**src/rtl/bfm_apb_gpio_slave.sv**
```systemverilog
// APB3 GPIO slave: DOUT/DIR/IEN registers, synchronised DIN, rising-edge ISTAT (W1C) and level INT.
// Latency: WAIT_STATES+2 cycles per transfer; pin edge reaches DIN after two flops, ISTAT/INT one edge later.
// Backpressure: PREADY held low for WAIT_STATES access cycles; an errored transfer changes no register.
module bfm_apb_gpio_slave #(
    parameter int WIDTH       = 8,
    parameter int WAIT_STATES = 1,
    parameter int TPD         = 1
) (
    input  logic             HCLK,
    input  logic             HRESETN,
    input  logic             PSEL,
    input  logic             PENABLE,
    input  logic             PWRITE,
    input  logic [7:0]       PADDR,
    input  logic [31:0]      PWDATA,
    output logic [31:0]      PRDATA,
    output logic             PREADY,
    output logic             PSLVERR,
    input  logic [WIDTH-1:0] GPIO_IN,
    output logic [WIDTH-1:0] GPIO_OUT,
    output logic [WIDTH-1:0] GPIO_OE,
    output logic             INT
);

    // Outputs switch with zero delay in this synthesizable model; TPD is range-checked only.
    if (WIDTH < 1 || WIDTH > 32 || WAIT_STATES < 0 || WAIT_STATES > 15 || TPD < 0) begin : g_param_check
        $error("bfm_apb_gpio_slave: parameter out of range");
    end

    localparam logic [3:0] WS_LOAD = 4'(WAIT_STATES);

    typedef enum logic [1:0] {
        ST_IDLE = 2'd0,
        ST_WAIT = 2'd1,
        ST_DONE = 2'd2
    } state_t;

    state_t           state, state_nxt;
    logic [3:0]       wcnt, wcnt_nxt;

    logic [WIDTH-1:0] dout, dir, ien, istat;
    logic [WIDTH-1:0] sync1, sync2, prev;
    logic [1:0]       fill;

    logic             setup, access, pready, complete;
    logic             sel_dout, sel_dir, sel_din, sel_ien, sel_istat;
    logic             addr_err, wr;
    logic [WIDTH-1:0] wdat, rdata, rise, clr;
    logic [31:0]      prdata_c;
    logic             unused_pwdata;

    assign unused_pwdata = &{1'b0, PWDATA};

    assign setup    = PSEL & ~PENABLE;
    assign access   = PSEL & PENABLE;
    assign pready   = (state == ST_WAIT) && (wcnt == 4'd0);
    assign complete = pready & access;

    // Full-byte decode: misaligned addresses match nothing and therefore error.
    assign sel_dout  = (PADDR == 8'h00);
    assign sel_dir   = (PADDR == 8'h04);
    assign sel_din   = (PADDR == 8'h08);
    assign sel_ien   = (PADDR == 8'h0C);
    assign sel_istat = (PADDR == 8'h10);
    assign addr_err  = ~(sel_dout | sel_dir | sel_din | sel_ien | sel_istat) | (PWRITE & sel_din);

    assign wr   = complete & PWRITE & ~addr_err;
    assign wdat = PWDATA[WIDTH-1:0];
    assign clr  = (wr && sel_istat) ? wdat : '0;

    // Rising edge only once prev holds a genuine earlier sample.
    assign rise = sync2 & ~prev;

    // Transfer state and wait-state counter register.
    always_ff @(posedge HCLK or negedge HRESETN) begin
        if (!HRESETN) begin
            state <= ST_IDLE;
            wcnt  <= 4'd0;
        end else begin
            state <= state_nxt;
            wcnt  <= wcnt_nxt;
        end
    end

    // Next state: setup loads the counter, access cycles count it down, PSEL loss aborts.
    always_comb begin
        state_nxt = state;
        wcnt_nxt  = wcnt;
        case (state)
            ST_IDLE, ST_DONE: begin
                if (setup) begin
                    state_nxt = ST_WAIT;
                    wcnt_nxt  = WS_LOAD;
                end else begin
                    state_nxt = ST_IDLE;
                end
            end
            ST_WAIT: begin
                if (!PSEL) begin
                    state_nxt = ST_IDLE;
                end else if (PENABLE) begin
                    if (wcnt == 4'd0) begin
                        state_nxt = ST_DONE;
                    end else begin
                        wcnt_nxt = wcnt - 4'd1;
                    end
                end
            end
            default: state_nxt = ST_IDLE;
        endcase
    end

    // Read mux over the register map.
    always_comb begin
        rdata = '0;
        if (sel_dout)  rdata = dout;
        if (sel_dir)   rdata = dir;
        if (sel_din)   rdata = sync2;
        if (sel_ien)   rdata = ien;
        if (sel_istat) rdata = istat;
    end

    // PRDATA is live only during an error-free completion cycle.
    always_comb begin
        prdata_c = '0;
        if (complete && !addr_err) prdata_c[WIDTH-1:0] = rdata;
    end

    // Control registers commit on the edge that ends a clean write completion.
    always_ff @(posedge HCLK or negedge HRESETN) begin
        if (!HRESETN) begin
            dout <= '0;
            dir  <= '0;
            ien  <= '0;
        end else if (wr) begin
            if (sel_dout) dout <= wdat;
            if (sel_dir)  dir  <= wdat;
            if (sel_ien)  ien  <= wdat;
        end
    end

    // Interrupt status: W1C clear, with a coincident edge taking priority.
    always_ff @(posedge HCLK or negedge HRESETN) begin
        if (!HRESETN) begin
            istat <= '0;
        end else begin
            istat <= (istat & ~clr) | rise;
        end
    end

    // Pin synchroniser; prev fills alongside sync2 for the first two edges so a pin held high through reset makes no edge.
    always_ff @(posedge HCLK or negedge HRESETN) begin
        if (!HRESETN) begin
            sync1 <= '0;
            sync2 <= '0;
            prev  <= '0;
            fill  <= 2'b00;
        end else begin
            sync1 <= GPIO_IN;
            sync2 <= sync1;
            prev  <= fill[1] ? sync2 : sync1;
            fill  <= {fill[0], 1'b1};
        end
    end

    assign PRDATA   = prdata_c;
    assign PREADY   = pready;
    assign PSLVERR  = pready & addr_err;
    assign GPIO_OUT = dout;
    assign GPIO_OE  = dir;
    assign INT      = |(istat & ien);

endmodule

```
**config.mk**
```make
export PLATFORM = sky130hd
export DESIGN_NAME = bfm_apb_gpio_slave
export DESIGN_NICKNAME = d
export VERILOG_FILES = /design/src/rtl/bfm_apb_gpio_slave.sv
export SDC_FILE = /design/constraint.sdc
export NUM_CORES = 1
export LEC_CHECK = 0
export ABC_AREA = 1
export BUFFER_PORTS_ARGS = -buffer_cell sky130_fd_sc_hd__buf_2
export CAP_MARGIN = 0
export CORE_MARGIN = 3
export CORE_UTILIZATION = 30
export CTS_CLUSTER_DIAMETER = 80
export CTS_CLUSTER_SIZE = 20
export DETAILED_ROUTE_END_ITERATION = 8
export PLACE_DENSITY = 0.57
export REMOVE_ABC_BUFFERS = 1
export SLEW_MARGIN = 20
export SYNTH_ARGS = -nofsm -noshare
export SYNTH_HDL_FRONTEND = slang
export SYNTH_SLANG_ARGS = --single-unit
```
**constraint.sdc**
```tcl
create_clock -name HCLK -period 5 [get_ports HCLK]
set_input_delay 0.75 -clock HCLK [delete_from_list [all_inputs] [get_ports HCLK]]
set_output_delay 0.75 -clock HCLK [all_outputs]
set_load 0.005 [all_outputs]
```
======== After elaboration in Yosys (flattened, before gate mapping) ========
Cells that the tools add are included.
word-level totals
  flip-flop bits (word level) ............. 64
  bits in latches ......................... 0
  memory bits (writable) .................. 0
  memory bits (read-only) ................. 0
  input port bits ......................... 53
  output and inout port bits .............. 51
  logic and storage cells ................. 77
  memories ................................ 0
operators by class
  $add $sub $neg .......................... 1
  $mul .................................... 0
  div/mod/pow operators ................... 0
  order comparisons ....................... 0
  equal/unequal tests ..................... 12
  shifts and indexed selects .............. 0
  multiplexer cells ....................... 18
  bitwise gates (word level) .............. 21
  reductions and logical operators ........ 15
operator list
  operator                                                count
  2-to-1 mux 8 bit                                        8
  AND 8 bit                                               3
  equality test 8 x 4 -> 1 bit (second input constant)    2
  2-to-1 mux 4 bit                                        4
  inverter 8 bit                                          2
  equality test 8 x 3 -> 1 bit (second input constant)    1
  equality test 8 x 5 -> 1 bit (second input constant)    1
  zero test 8 bit                                         1
  inequality test 2 bit (second input constant)           4
  bitwise OR 8 bit                                        1
  one-hot mux 4 bit (2 select lines)                      1
  AND reduction 2 bit                                     4
  OR reduction 8 bit                                      1
  AND 1 bit                                               7
  2-to-1 mux 2 bit                                        3
  bitwise OR 1 bit                                        5
  AND reduction 5 bit                                     1
  zero test 4 bit                                         1
  one-hot mux 2 bit (2 select lines)                      1
  subtractor 4 x 1 -> 4 bit (second input constant)       1
  logical AND 1 bit                                       3
  inequality test 3 x 2 -> 1 bit (second input constant)  1
  inequality test 3 bit (second input constant)           1
  inverter 1 bit                                          3
  7 further kinds                                         7

======== Longest topological paths before layout ========
  depth after elaboration ................. 14
  depth in mapped cells ................... 11
  gate-level depth less buffers ........... 10

======== Worst setup path after synthesis ========
No wires, ideal clock.
  path kind ............................... input port to output port
  start point ............................. input port PADDR[5]
  end point ............................... output port PRDATA[4]
  arrival time ............................ 1770 ps
  required time ........................... 4250 ps
  slack ................................... 2480 ps
  stages on the path ...................... 7
  buffers on the path ..................... 0
  cells stage by stage .................... nor2_1 nand2_2 nor2_2 nor2_1 a21boi_2 o211ai_1 nor2_1
between the ends
  longest elaborated chain between the ends .. 10
  elaborated cells between the ends (all ways) .. 20
  classes of those cells .................. eq/ne: 4; mux: 6; bitwise: 7; reduce/logical: 3
RTL lines
  item                                                                    line    source
  start: declaration                                                      14      input logic [7:0] PADDR,
  equality test 8 x 3 -> 1 bit / zero test 8 bit (equally long branches)  61, 60
  bitwise OR 1 bit (4 in a row)                                           65      assign addr_err = ~(sel_dout | sel_dir | sel_din | sel_ien | sel_istat) | (PWRITE & sel_din);
  inverter 1 bit                                                          65
  bitwise OR 1 bit                                                        65
  zero test 1 bit                                                         126     if (complete && !addr_err) prdata_c[WIDTH-1:0] = rdata;
  logical AND 1 bit                                                       126
  2-to-1 mux 8 bit *                                                      126
  end: declaration                                                        16      output logic [31:0] PRDATA,
Mark *: on every way between the ends. The rest lies on a longest branch, timed or not.

======== Worst setup path after layout ========
  start point ............................. input port PADDR[7]
  end point ............................... output port PRDATA[4]
Same word-level chain as after synthesis.

==> summary.txt <==
Die
  • Die Area: 11700 um^2
  • Die X-Extent: 108 um
  • Row cnt: 36
  • Die height: 108 um
  • IO Count: 104
  • Starting Density: 0.315
  • Core Area: 9950 um^2

Timing
  • WHS: 0.354 ns
  • Fmax: 308 MHz
  • Fin. Hold Viols: 0
  • Worst slew pin tran: 0.796 ns
  • Max-slew headroom: 0.469
  • Unrepaired setup endpoints after global routing: no
  • Shortest period the worst path allows: 3.25 ns
  • Setup Skew: 0.00607 ns
  • Tcrit/Tclk final: 0.650
  • Setup violators final: 0
  • Post-Route Setup TNS: 0 ns
  • Final slew viol count: 0

Global route
  • GRT met3 Usage: 0.0394
  • Largest net degree at the start of global routing: 65
  • M1 GR Usage: 0.182
  • M2 GR Usage: 0.218
  • GR Overflow Total: 0
  • GRT Total Usage: 0.136
  • Number of global-route vias before repair: 2469
  • Grt peak-use layer: met2
  • Initial antenna violation count: 0
  • First-pass GRT wire length: 12200 um

Routing
  • Routed len/inst: 13.1 um
  • Vias: 2456
  • Initial detailed-routing violation count: 106
  • Final ANT Viol Nets: 0
  • Routed wire length: 7390 um
  • DRT Pass-1 Iters: 4
  • Residual DRC count: 0
  • DR vias/cell: 4.35

Clock network
  • H-tree Lvls: 3
  • Clock Latency Late Sink: 0.34 ns
  • CTS tree: yes
  • Clk root buf: clkbuf_8
  • Hold-fix buffers, CTS: 0
  • Cts repair resizes: 0
  • Clock Sinks: 64
  • Setup repair bufs after CTS: 0
  • CTS Buf Count: 9
  • CTS clk-pin slew, worst paths: 0.07 ns
  • Clock Path Buffers: 2

Critical path
  • Critical path class: in2out
  • CP Max Fanout: 10
  • Crit. End Element: output pin
  • CP required: 4.25 ns
  • Reg2reg setup slack: 2.94 ns
  • CP Launch Type: input pin
  • CP arrival: 2.50 ns

Placement
  • # port buffers: 55
  • Area after DPL: 3460 um^2
  • Post-DP HPWL: 5250 um
  • Routability cong.: 0.795

Synthesis
  • #FFs+latches synth: 64
  • Warnings, synthesis: 0
  • Syn avg cell area: 8.60 um^2
  • Mapped cell area: 3140 um^2
  • Distinct cell type count after synthesis: 30
  • Sequential element share of the synthesized area: 0.510
  • Cell count after synthesis: 365

Status
  • Status: finished, final reports clean

Finish
  • Diodes inserted: 0
  • Most common cell after layout, fill and taps aside: nand2_1
  • Share of cells above drive strength 1: 0.223
  • Final Cell Area: 3680 um^2
  • Area Overhead vs Synth: 17.3%
  • Post-layout util: 0.370
  • Most frequent cells in the layout: nand2_1, dfrtp_1, buf_2
  • Final net count: 480

Run
  • Max Cap Viol: 0

Pwr
  • VDD IR max: 0.153 mV
  • Power Density: 320 nW/um^2
  • Leakage: 1.90 nW

Worst hold path
  • Class of the worst hold path: reg2reg
report_power, final:
| part | internal, mW | switching [mW] | total, mW | leakage (nW) |
|---|---|---|---|---|
| combinational | 0.0427 | 0.0819 | 0.125 | 1.06 |
| sequential | 0.547 | 0.0145 | 0.562 | 0.731 |
| clock | 0.294 | 0.199 | 0.492 | 0.106 |
kinds of logic (layout without fill, tap and decap cells):
logic type / Yosys count / count (layout) / synth area share
and+or+nand+nor: 140 / 140 / 0.200
buffers and inverters: 82 / 125 / 0.132
AOI/OAI and AO/OA: 74 / 74 / 0.144
DFF: 64 / 64 / 0.510
other: 2 / 25 / 0.00239
muxes: 2 / 2 / 0.00717
adders and majority gates: 1 / 1 / 0.00399
synthesized netlist by cell type, drive strengths merged:
cell / count / area [um^2]
nand2: 79 / 302
dfrtp: 64 / 1600
inv: 53 / 199
nor2: 44 / 214
o21ai: 35 / 183
buf: 26 / 203
o211ai: 16 / 120
a21oi: 9 / 45.0
o21bai: 8 / 60.1
nand3: 6 / 42.5
or2: 6 / 37.5
o22ai: 4 / 25.0
clkbuf: 3 / 11.3
nand4: 3 / 18.8
conb: 2 / 7.51
mux2: 2 / 22.5
nor3: 2 / 15.0
a21boi: 1 / 11.3
a221oi: 1 / 8.76
ha: 1 / 12.5
worst max-delay path, cell delays in order:
cell      delay (ns)
buf_2           0.10
nor2_2          0.13
nand2_2         0.11
nor2_4          0.31
nor2_2          0.09
a21boi_2        0.49
o211ai_1        0.17
nor2_1          0.20
buf_2           0.14
cell type report:
| cell class | count | area, um^2 |
|---|---|---|
| well taps | 133 | 166 |
| clock inverters | 5 | 80.1 |
| fillers | 1080 | 6270 |
| repair buffers | 56 | 283 |
| multi-input cells | 242 | 1210 |
| flip-flops and latches | 64 | 1600 |
| clock buffers | 11 | 141 |
| inverters | 53 | 199 |
metal layers:
| metal | part of all wire | routed length, um |
|---|---|---|
| met3 | 0.086 | 638 |
| met5 | 0 | 0 |
| met4 | 0.0076 | 56 |
| met2 | 0.44 | 3260 |
| met1 | 0.46 | 3430 |
state kept, by name, summed over array words and instances (netlist names):
register / count
state: 2
ien: 8
prev: 8
GPIO_OUT: 8
GPIO_OE: 8
sync1: 8
fill: 2
wcnt: 4
sync2: 8
istat: 8
metrics by stage:
step / cells / worst slack [ns] / power (mW)
floorplan: 359 / 2.48 / 0.647
global placement: 548 / 1.80 / 0.690
detailed placement: 548 / 1.77 / 0.698
CTS: 564 / 1.76 / 1.19
global route: 564 / 1.56 / 1.24
finish: 564 / 1.75 / 1.18
final timing paths:
path                       cells past startpoint                 from                  to
max                                            9             PADDR[7]           PRDATA[4]
min                                            0    fill[0]$_DFF_PN0_   fill[1]$_DFF_PN0_
max reg2reg                                    7  wcnt[0]$_DFFE_PN0P_  istat[6]$_DFF_PN0_
min reg2reg                                    0    fill[0]$_DFF_PN0_   fill[1]$_DFF_PN0_
max in group asynchronous                      2              HRESETN  sync2[6]$_DFF_PN0_
min in group asynchronous                      2              HRESETN   fill[0]$_DFF_PN0_
(Power assumes the default switching activity.)
